===== src/rtl/mdio_pkg.sv =====
// Shared types and constants for the Clause-22 MDIO PHY responder.
package mdio_pkg;

  typedef enum logic [3:0] {
    PRE,
    ST1,
    OP,
    PHYAD,
    REGAD,
    TA,
    RDATA,
    WDATA,
    SKIP
  } state_t;

  localparam logic [1:0] OP_READ  = 2'b10;
  localparam logic [1:0] OP_WRITE = 2'b01;

  localparam logic [4:0] REG_CTRL   = 5'd0;
  localparam logic [4:0] REG_STATUS = 5'd1;
  localparam logic [4:0] REG_ID1    = 5'd2;
  localparam logic [4:0] REG_ID2    = 5'd3;

  localparam int SOFT_RESET_BIT = 15;

endpackage


===== src/rtl/mdio_phy_responder_if.sv =====
// MDIO pad-side and register-write-notification signals of the PHY responder.
interface mdio_phy_responder_if;

  logic        mdc;
  logic        mdio_i;
  logic        mdio_o;
  logic        mdio_oe;
  logic        reg_wr_valid;
  logic [4:0]  reg_wr_addr;
  logic [15:0] reg_wr_data;

  modport master (
    output mdc, mdio_i,
    input  mdio_o, mdio_oe, reg_wr_valid, reg_wr_addr, reg_wr_data
  );

  modport slave (
    input  mdc, mdio_i,
    output mdio_o, mdio_oe, reg_wr_valid, reg_wr_addr, reg_wr_data
  );

endinterface


===== src/rtl/mdio_regfile.sv =====
// 32x16 PHY register file: read-only ID/status registers and reg0 bit15 soft reset.
module mdio_regfile
  import mdio_pkg::*;
#(
  parameter logic [15:0] PHY_ID1    = 16'h0022,
  parameter logic [15:0] PHY_ID2    = 16'h1619,
  parameter logic [15:0] STATUS_VAL = 16'h7809
) (
  input  logic        clock,
  input  logic        reset,
  input  logic        wr_en,
  input  logic [4:0]  wr_addr,
  input  logic [15:0] wr_data,
  input  logic [4:0]  rd_addr,
  output logic [15:0] rd_data
);

  logic [15:0] mem [32];

  function automatic logic [15:0] reset_value(input logic [4:0] idx);
    case (idx)
      REG_STATUS: return STATUS_VAL;
      REG_ID1:    return PHY_ID1;
      REG_ID2:    return PHY_ID2;
      default:    return 16'h0000;
    endcase
  endfunction

  function automatic logic is_read_only(input logic [4:0] idx);
    return (idx == REG_STATUS) || (idx == REG_ID1) || (idx == REG_ID2);
  endfunction

  // NOTE: every entry has a defined reset value, so the array is reset explicitly;
  // this keeps it in flops rather than RAM, which is fine at 32 entries.
  always_ff @(posedge clock or posedge reset) begin
    if (reset) begin
      for (int i = 0; i < 32; i++) mem[i[4:0]] <= reset_value(i[4:0]);
    end else if (wr_en) begin
      if (wr_addr == REG_CTRL && wr_data[SOFT_RESET_BIT]) begin
        for (int i = 0; i < 32; i++) mem[i[4:0]] <= reset_value(i[4:0]);
      end else if (!is_read_only(wr_addr)) begin
        mem[wr_addr] <= wr_data;
      end
    end
  end

  assign rd_data = mem[rd_addr];

endmodule


===== src/rtl/mdio_phy_responder.sv =====
// Clause-22 MDIO PHY responder: oversampled MDC/MDIO frame decoder driving a register file.
// Optional: define MDIO_PREAMBLE_SUPPRESS_EN to allow preamble suppression after a good frame.
module mdio_phy_responder
  import mdio_pkg::*;
#(
  parameter logic [4:0]  PHY_ADDR     = 5'd1,
  parameter logic [15:0] PHY_ID1      = 16'h0022,
  parameter logic [15:0] PHY_ID2      = 16'h1619,
  parameter logic [15:0] STATUS_VAL   = 16'h7809,
  parameter int          PREAMBLE_LEN = 32
) (
  input logic                 clock,
  input logic                 reset,
  mdio_phy_responder_if.slave bus
);

  localparam int             PW       = $clog2(PREAMBLE_LEN + 1);
  localparam logic [PW-1:0]  PRE_FULL = PW'(PREAMBLE_LEN);

  logic mdc_s1, mdc_s2, mdc_prev;
  logic mdio_s1, mdio_s2;
  logic mdc_rise, bit_in;

  // NOTE: all clocked state uses non-blocking assignments so every flop samples
  // the pre-edge value of its neighbours, regardless of statement order.
  always_ff @(posedge clock or posedge reset) begin
    if (reset) begin
      mdc_s1   <= 1'b0;
      mdc_s2   <= 1'b0;
      mdc_prev <= 1'b0;
      mdio_s1  <= 1'b0;
      mdio_s2  <= 1'b0;
    end else begin
      mdc_s1   <= bus.mdc;
      mdc_s2   <= mdc_s1;
      mdc_prev <= mdc_s2;
      mdio_s1  <= bus.mdio_i;
      mdio_s2  <= mdio_s1;
    end
  end

  assign mdc_rise = mdc_s2 & ~mdc_prev;
  assign bit_in   = mdio_s2;

  state_t        state;
  logic [PW-1:0] pre_cnt;
  logic [4:0]    bit_cnt;
  logic          op_msb;
  logic          is_read;
  logic [4:0]    phy_sr;
  logic [4:0]    reg_sr;
  logic [15:0]   rd_sr;
  logic [14:0]   wr_sr;

  logic [1:0]  op_now;
  logic [4:0]  reg_addr_now;
  logic [15:0] wr_word;
  logic [15:0] rd_data;
  logic        commit;
  logic        st_ok;

  assign op_now       = {op_msb, bit_in};
  assign reg_addr_now = {reg_sr[3:0], bit_in};
  assign wr_word      = {wr_sr, bit_in};
  assign commit       = mdc_rise && (state == WDATA) && (bit_cnt == 5'd15);

`ifdef MDIO_PREAMBLE_SUPPRESS_EN
  logic suppress, frame_done, decode_err;

  // NOTE: defaults first so no path through the block leaves an output unassigned.
  always_comb begin
    frame_done = 1'b0;
    decode_err = 1'b0;
    if (mdc_rise) begin
      case (state)
        ST1:     decode_err = !bit_in;
        OP:      decode_err = (bit_cnt == 5'd1) && (op_now != OP_READ) && (op_now != OP_WRITE);
        RDATA:   frame_done = (bit_cnt == 5'd16);
        WDATA:   frame_done = (bit_cnt == 5'd15);
        default: ;
      endcase
    end
  end

  always_ff @(posedge clock or posedge reset) begin
    if (reset)           suppress <= 1'b0;
    else if (decode_err) suppress <= 1'b0;
    else if (frame_done) suppress <= 1'b1;
  end

  assign st_ok = (pre_cnt == PRE_FULL) || suppress;
`else
  assign st_ok = (pre_cnt == PRE_FULL);
`endif

  always_ff @(posedge clock or posedge reset) begin
    if (reset) begin
      state            <= PRE;
      pre_cnt          <= '0;
      bit_cnt          <= '0;
      op_msb           <= 1'b0;
      is_read          <= 1'b0;
      phy_sr           <= '0;
      reg_sr           <= '0;
      rd_sr            <= '0;
      wr_sr            <= '0;
      bus.mdio_o       <= 1'b0;
      bus.mdio_oe      <= 1'b0;
      bus.reg_wr_valid <= 1'b0;
      bus.reg_wr_addr  <= '0;
      bus.reg_wr_data  <= '0;
    end else begin
      bus.reg_wr_valid <= 1'b0;
      if (mdc_rise) begin
        bit_cnt <= bit_cnt + 5'd1;
        unique case (state)
          PRE: begin
            bit_cnt <= '0;
            if (bit_in) begin
              if (pre_cnt != PRE_FULL) pre_cnt <= pre_cnt + PW'(1);
            end else begin
              // Counter restarts whether or not ST is accepted, so each frame needs a fresh preamble.
              pre_cnt <= '0;
              if (st_ok) state <= ST1;
            end
          end
          ST1: begin
            bit_cnt <= '0;
            state   <= bit_in ? OP : PRE;
          end
          OP: begin
            op_msb <= bit_in;
            if (bit_cnt == 5'd1) begin
              bit_cnt <= '0;
              if (op_now == OP_READ || op_now == OP_WRITE) begin
                is_read <= (op_now == OP_READ);
                state   <= PHYAD;
              end else begin
                state <= PRE;
              end
            end
          end
          PHYAD: begin
            phy_sr <= {phy_sr[3:0], bit_in};
            if (bit_cnt == 5'd4) begin
              bit_cnt <= '0;
              state   <= REGAD;
            end
          end
          REGAD: begin
            reg_sr <= reg_addr_now;
            if (bit_cnt == 5'd4) begin
              bit_cnt <= '0;
              if (phy_sr != PHY_ADDR) begin
                state <= SKIP;
              end else begin
                // Read data is captured here so a later write cannot alter an in-flight read.
                rd_sr <= rd_data;
                state <= TA;
              end
            end
          end
          TA: begin
            if (is_read) begin
              bit_cnt     <= '0;
              bus.mdio_oe <= 1'b1;
              bus.mdio_o  <= 1'b0;
              state       <= RDATA;
            end else if (bit_cnt == 5'd1) begin
              bit_cnt <= '0;
              state   <= WDATA;
            end
          end
          RDATA: begin
            if (bit_cnt == 5'd16) begin
              bus.mdio_oe <= 1'b0;
              bus.mdio_o  <= 1'b0;
              state       <= PRE;
            end else begin
              bus.mdio_o <= rd_sr[15];
              rd_sr      <= {rd_sr[14:0], 1'b0};
            end
          end
          WDATA: begin
            wr_sr <= {wr_sr[13:0], bit_in};
            if (bit_cnt == 5'd15) begin
              bus.reg_wr_valid <= 1'b1;
              bus.reg_wr_addr  <= reg_sr;
              bus.reg_wr_data  <= wr_word;
              state            <= PRE;
            end
          end
          SKIP: begin
            if (bit_cnt == 5'd17) state <= PRE;
          end
          default: state <= PRE;
        endcase
      end
    end
  end

  mdio_regfile #(
    .PHY_ID1    (PHY_ID1),
    .PHY_ID2    (PHY_ID2),
    .STATUS_VAL (STATUS_VAL)
  ) u_regfile (
    .clock   (clock),
    .reset   (reset),
    .wr_en   (commit),
    .wr_addr (reg_sr),
    .wr_data (wr_word),
    .rd_addr (reg_addr_now),
    .rd_data (rd_data)
  );

endmodule


===== src/flat_wrapper.sv =====
// flat-port wrapper written by rule: the top's interface ports become plain ports
module mdio_phy_responder_flat import mdio_pkg::*;
#(
  parameter logic [4:0]  PHY_ADDR     = 5'd1,
  parameter logic [15:0] PHY_ID1      = 16'h0022,
  parameter logic [15:0] PHY_ID2      = 16'h1619,
  parameter logic [15:0] STATUS_VAL   = 16'h7809,
  parameter int          PREAMBLE_LEN = 32
)
  (clock, reset, bus_mdc, bus_mdio_i, bus_mdio_o, bus_mdio_oe, bus_reg_wr_valid, bus_reg_wr_addr, bus_reg_wr_data);
  mdio_phy_responder_if bus_i ();
  input logic clock;
  input logic reset;
  input wire logic [$bits(bus_i.mdc)-1:0] bus_mdc;
  input wire logic [$bits(bus_i.mdio_i)-1:0] bus_mdio_i;
  output wire logic [$bits(bus_i.mdio_o)-1:0] bus_mdio_o;
  output wire logic [$bits(bus_i.mdio_oe)-1:0] bus_mdio_oe;
  output wire logic [$bits(bus_i.reg_wr_valid)-1:0] bus_reg_wr_valid;
  output wire logic [$bits(bus_i.reg_wr_addr)-1:0] bus_reg_wr_addr;
  output wire logic [$bits(bus_i.reg_wr_data)-1:0] bus_reg_wr_data;
  assign bus_i.mdc = bus_mdc;
  assign bus_i.mdio_i = bus_mdio_i;
  assign bus_mdio_o = bus_i.mdio_o;
  assign bus_mdio_oe = bus_i.mdio_oe;
  assign bus_reg_wr_valid = bus_i.reg_wr_valid;
  assign bus_reg_wr_addr = bus_i.reg_wr_addr;
  assign bus_reg_wr_data = bus_i.reg_wr_data;
  mdio_phy_responder #(.PHY_ADDR(PHY_ADDR), .PHY_ID1(PHY_ID1), .PHY_ID2(PHY_ID2), .STATUS_VAL(STATUS_VAL), .PREAMBLE_LEN(PREAMBLE_LEN)) u_core (.clock(clock), .reset(reset), .bus(bus_i));
endmodule

===== config.mk =====
export PLATFORM = sky130hd
export DESIGN_NAME = mdio_phy_responder_flat
export DESIGN_NICKNAME = d
export VERILOG_FILES = /design/src/rtl/mdio_pkg.sv /design/src/rtl/mdio_phy_responder_if.sv /design/src/rtl/mdio_regfile.sv /design/src/rtl/mdio_phy_responder.sv /design/src/flat_wrapper.sv
export SDC_FILE = /design/constraint.sdc
export NUM_CORES = 2
export LEC_CHECK = 0
export ABC_AREA = 1
export CAP_MARGIN = 25
export CORE_AREA = 8 8 251 253
export DETAILED_ROUTE_END_ITERATION = 10
export DIE_AREA = 0 0 259 261
export SYNTH_ARGS = -nofsm -noshare
export SYNTH_HDL_FRONTEND = slang
export SYNTH_SLANG_ARGS = --single-unit

===== constraint.sdc =====
create_clock -name clock -period 26.4 [get_ports clock]
set_input_delay 5.28 -clock clock [delete_from_list [all_inputs] [get_ports clock]]
set_output_delay 5.28 -clock clock [all_outputs]
set_load 0.05 [all_outputs]

## Yosys cells after proc, flatten, opt, wreduce, memory -nomap -nowiden

Index checks and enable logic that the tools add are counted.

- $add $sub $neg: 2
- $mul: 0
- Divide/modulo/power cells: 0
- Magnitude comparators: 3
- Equal/unequal tests: 35
- Shift operators: 0
- Multiplexer cells: 41
- Bitwise logic cells: 4
- Reductions and logical operators: 25

Operators by type and width:

| kind | count |
|---|---|
| 512-bit two-way mux | 2 |
| 512-bit bitwise mux | 1 |
| 16-bit two-way mux | 6 |
| 16-bit binary-select mux with 5-bit select | 1 |
| 16-bit demux with 5-bit select | 1 |
| 4-bit two-way mux | 11 |
| 4-bit case mux with 9 select lines | 1 |
| 16-bit case mux with 2 select lines | 1 |
| 5-bit case mux with 4 select lines | 1 |
| 4-bit by 3-bit == test with 1-bit output, second input constant | 4 |
| 5-bit two-way mux | 3 |
| 2-bit by 1-bit != test with 1-bit output, second input constant | 7 |
| 6-bit >= comparator, second input constant | 2 |
| 6-bit two-way mux | 2 |
| 2-bit != test, second input constant | 6 |
| 5-bit NOT with 6-bit output | 2 |
| 5-bit by 1-bit == test with 1-bit output, second input constant | 2 |
| 5-bit by 2-bit == test with 1-bit output, second input constant | 2 |
| 5-bit == test, second input constant | 2 |
| 10-bit AND reduction | 1 |
| 2-bit AND reduction | 5 |
| 3-bit AND reduction | 3 |
| 4-bit by 2-bit == test with 1-bit output, second input constant | 2 |
| 4-bit AND reduction | 2 |
| 25 further kinds | 40 |

- Register bits after elaboration: 599
- Bits in latches: 0
- Bits in writable memories: 0
- Memory bits (read-only): 0
- Input bits: 4
- Memories: 0

## Logic depth before layout (Yosys ltp)

- Depth after elaboration: 8
- Gate-level depth with buffers: 14
- Mapped depth without buffers: 12

## By module

A second synthesis with hierarchy kept.

- Cell total of the unflattened synthesis: 3446
- Area total of the unflattened synthesis: 27614.0 µm²

By module, submodules not included:

| module | instances | cells an instance | area each (µm²) | seq. area each (µm²) |
|---|---|---|---|---|
| mdio_regfile | 1 | 3003 | 23627.7 | 12829.8 |
| mdio_phy_responder | 1 | 443 | 3986.3 | 2177.1 |

## Least setup slack after synthesis

Ideal clock, no wire load.

- Path type: reg-to-output
- Start point: reg u_core.bus.mdio_oe
- End point: out bus_mdio_oe
- Arrival time: 0.600 ns
- Data required time: 21.120 ns
- Slack: 20.520 ns
- Cell stages (with the launch flop): 1
- Buffers on the path: 0
- Path through: dfrtp_1

RTL lines:

| item | RTL line | source |
|---|---|---|
| start, declared | mdio_phy_responder_if.sv:19 | `output mdio_o, mdio_oe, reg_wr_valid, reg_wr_addr, reg_wr_data` |
| start signal, assigned | mdio_phy_responder.sv:108 | `bus.mdio_oe <= 1'b0;` |
| start signal, assigned | mdio_phy_responder.sv:166 | `bus.mdio_oe <= 1'b1;` |
| start signal, assigned | mdio_phy_responder.sv:176 | `bus.mdio_oe <= 1'b0;` |
| end, declared | flat_wrapper.sv:17 | `output wire logic [$bits(bus_i.mdio_oe)-1:0] bus_mdio_oe;` |

No word-level cell between the ends.

==> results.sh <==
export IMPL_netlist_area_leader_share=0.523
export IMPL_drive_above_1_share=0.0633
export IMPL_synth_compound_area_frac=0.126
export IMPL_drt_pass1_iterations=7
export IMPL_setup_violations=0
export IMPL_timing_fmax_mhz=119
export IMPL_cts_tree="built"
export IMPL_synthCells=3519
export IMPL_vias=24400
export IMPL_ctsHoldBuffers=0
export IMPL_syn_avg_cell_area_um2=7.95
export IMPL_ys_flop_type="dfrtp_1"
export IMPL_insertion_delay_ns=0.62
export IMPL_crit_chain="clkdlybuf4s50_1 > inv_8 > buf_4 > buf_4 > buf_4"
export IMPL_core_area_mm2=0.0593
export IMPL_ys_warnings_count=0
export IMPL_postCtsSetupBuffers=0
export IMPL_ys_top_cells_by_area="dfrtp_1 52%, nand2_1 13%, nand3_1 7.0%"
export IMPL_worstPathMaxFanout=124
export IMPL_gp_congestion=0.868
export IMPL_relSlewSlack=0.293
export IMPL_p_leak_nw=15.1
export IMPL_min_period_over_period=0.317
export IMPL_synth_xor_area_share=0.00157
export IMPL_antenna_left=0
export IMPL_antenna_found_initial=2
export IMPL_crit_slowest_cell="buf_4"
export IMPL_htreeDepth=3
export IMPL_clock_sink_count=599
export IMPL_worst_pin_slew_ns=1.06
export IMPL_synth_seq_cells=599
export IMPL_worst_path_dominant_cell_family="buffers and inverters"
export IMPL_synth_mux_area_frac=0.000402
export IMPL_synth_edff_count=0
export IMPL_initial_core_util=0.471
export IMPL_viasPerCell=5.73
export IMPL_io_pins=28
export IMPL_ctsResizeCount=0
export IMPL_cts_inserted_buffers=70
export IMPL_cts_path_max_buffers=3
export IMPL_fillers=5625
export IMPL_die_w_um=259
export IMPL_arrival_ns=8.99
export IMPL_async_reset_ff_frac=1.00
export IMPL_clkTransAtPathRegs_ns=0.05
export IMPL_fin_worst_skew_ns=0.0375
export IMPL_drv_slew=0
export IMPL_cp_required_ns=27.02
export IMPL_drt_iter0_drc=2661
export IMPL_diodes=0
export IMPL_rsz0062_at_grt="false"
export IMPL_dieArea_mm2=0.0676
export IMPL_cap_violations=0
export IMPL_finalSetupTns_ns=0
export IMPL_path_common_cell="buf_4"
export IMPL_syn_num_nets=3530
export IMPL_grt_max_degree=134
export IMPL_fin_nets=3435
export IMPL_critical_path_class="in -> async"
export IMPL_drc=0
export IMPL_grt_pass1_vias=23800
export IMPL_grt_overflow=0
export IMPL_hold_viol=0
export IMPL_irDropWorstVdd_mv=0.0479
export IMPL_synthAdderAreaFrac=0.00313
export IMPL_cts_root_buffer="clkbuf_16"
export IMPL_final_core_util=0.522
export IMPL_outcome="completed"
export IMPL_final_cell_mix="935 x nand2_1, 583 x dfrtp_1, 420 x inv_1"
export IMPL_hold_path_class="reg -> reg"
export IMPL_syn_area_mm2=0.0280
export IMPL_area_delta_synth_final_pct=10.7
export IMPL_gr_usage_all_layers=0.263
export IMPL_grt_first_pass_wirelength_mm=140
export IMPL_cp_end_kind="async pin"
export IMPL_yosysSeqAreaShare=0.536
export IMPL_cp_num_buf_inv=5
export IMPL_hpwl_mm=52.2
export IMPL_synth_largest_area_cell="dfrtp_1"
export IMPL_final_common_cell="nand2_1"
export IMPL_rows=90
export IMPL_avgRoutedWirePerCell_um=20.9
export IMPL_synthSimpleGateAreaFrac=0.239
export IMPL_ys_types=34
export IMPL_drt_total_wl_mm=88.8
export IMPL_dieHeight_um=261
export IMPL_cp_start_kind="input port"
export IMPL_port_buffers=27
export IMPL_period_minus_slack_ns=8.37
export IMPL_synth_top_family_by_area="simple AND/OR/NAND/NOR gates"
export IMPL_critPathMaxStageDelay_ns=0.84
export IMPL_powerDensity_mw_per_mm2=62.6
==> stage by stage <==
stage	area [µm²]	power (mW)	setup WS (ns)	hold slack (ns)	std cells
detailed placement	28700	0.999	17.22	0.341	4131
finish	31000	1.94	18.03	0.348	4258
floorplan	28000	0.980	4.38	0.331	3519
global route	31000	2.00	17.44	0.362	4258
global placement	28600	0.999	17.30	0.335	4130
CTS	30900	1.96	17.88	0.354	4255
==> flip-flops by register name, indices dropped and copies added, names as in the netlist, 4 cells and up <==
signal,cells
u_core.wr_sr,15
u_core.phy_sr,5
u_core.bus.reg_wr_addr,5
u_core.reg_sr,5
u_core.bus.reg_wr_data,16
u_core.pre_cnt,6
u_core.rd_sr,16
u_core.bit_cnt,5
u_core.state,4
u_core.u_regfile.mem,512
==> power breakdown <==
part           switching [mW]  internal (mW)
combinational          0.0485         0.0127
clock                   0.382          0.574
sequential            0.00220          0.920
==> area by class of cell <==
| class | count | area (µm²) | area share |
|---|---|---|---|
| Clock inverter | 15 | 179 | 0.00578 |
| Inverter | 434 | 1640 | 0.0531 |
| Timing Repair Buffer | 70 | 638 | 0.0206 |
| Clock buffer | 109 | 2090 | 0.0675 |
| Tap cell | 782 | 978 | 0.0316 |
| Sequential cell | 599 | 15000 | 0.485 |
| Multi-Input combinational cell | 2249 | 10400 | 0.337 |
==> final timing paths <==
| check | cells after the start | slack [ns] | startpoint | end |
|---|---|---|---|---|
| worst max register to register | 12 | 22.28 | u_core.reg_sr[2] | u_core.u_regfile.mem[494] |
| worst min register to register | 0 | 0.35 | u_core.mdio_s1 | u_core.bit_in |
| max in group clock | 1 | 19.33 | u_core.bus.reg_wr_data[15] | bus_reg_wr_data[15] |
| min in group asynchronous | 2 | 5.24 | reset | u_core.u_regfile.mem[164] |
| worst min-delay path | 0 | 0.35 | u_core.mdio_s1 | u_core.bit_in |
| worst max-delay path | 5 | 18.03 | reset | u_core.bus.reg_wr_data[12] |
==> synthesized netlist by cell type (16+ instances only) <==
master    number
nand3_1      389
o21ai_0      252
nand2_1      945
a21oi_1       34
nor2_1       235
inv_1        421
buf_2         51
dfrtp_1      585
buf_1         16
nor3_1        21
clkbuf_1     165
o21ai_1       20
o22ai_1      289
==> logic make-up after synthesis <==
kind of cell / after synthesis
AO/OA/AOI/OAI: 616
XOR/XNOR: 5
adder cells (fa/ha/maj): 7
buffers and inverters: 671
flip-flops: 599
multiplexers: 1
AND/OR/NAND/NOR: 1620
==> metal layers <==
metal | track usage | vias up | routed length [µm]
met4 | 0.115 | 0 | 3630
met3 | 0.0456 | 197 | 7190
met2 | 0.402 | 1059 | 39700
met5 | 0 | - | 0
li1 | - | 11200 | -
met1 | 0.367 | 12000 | 38300
(Power assumes the default switching activity.)
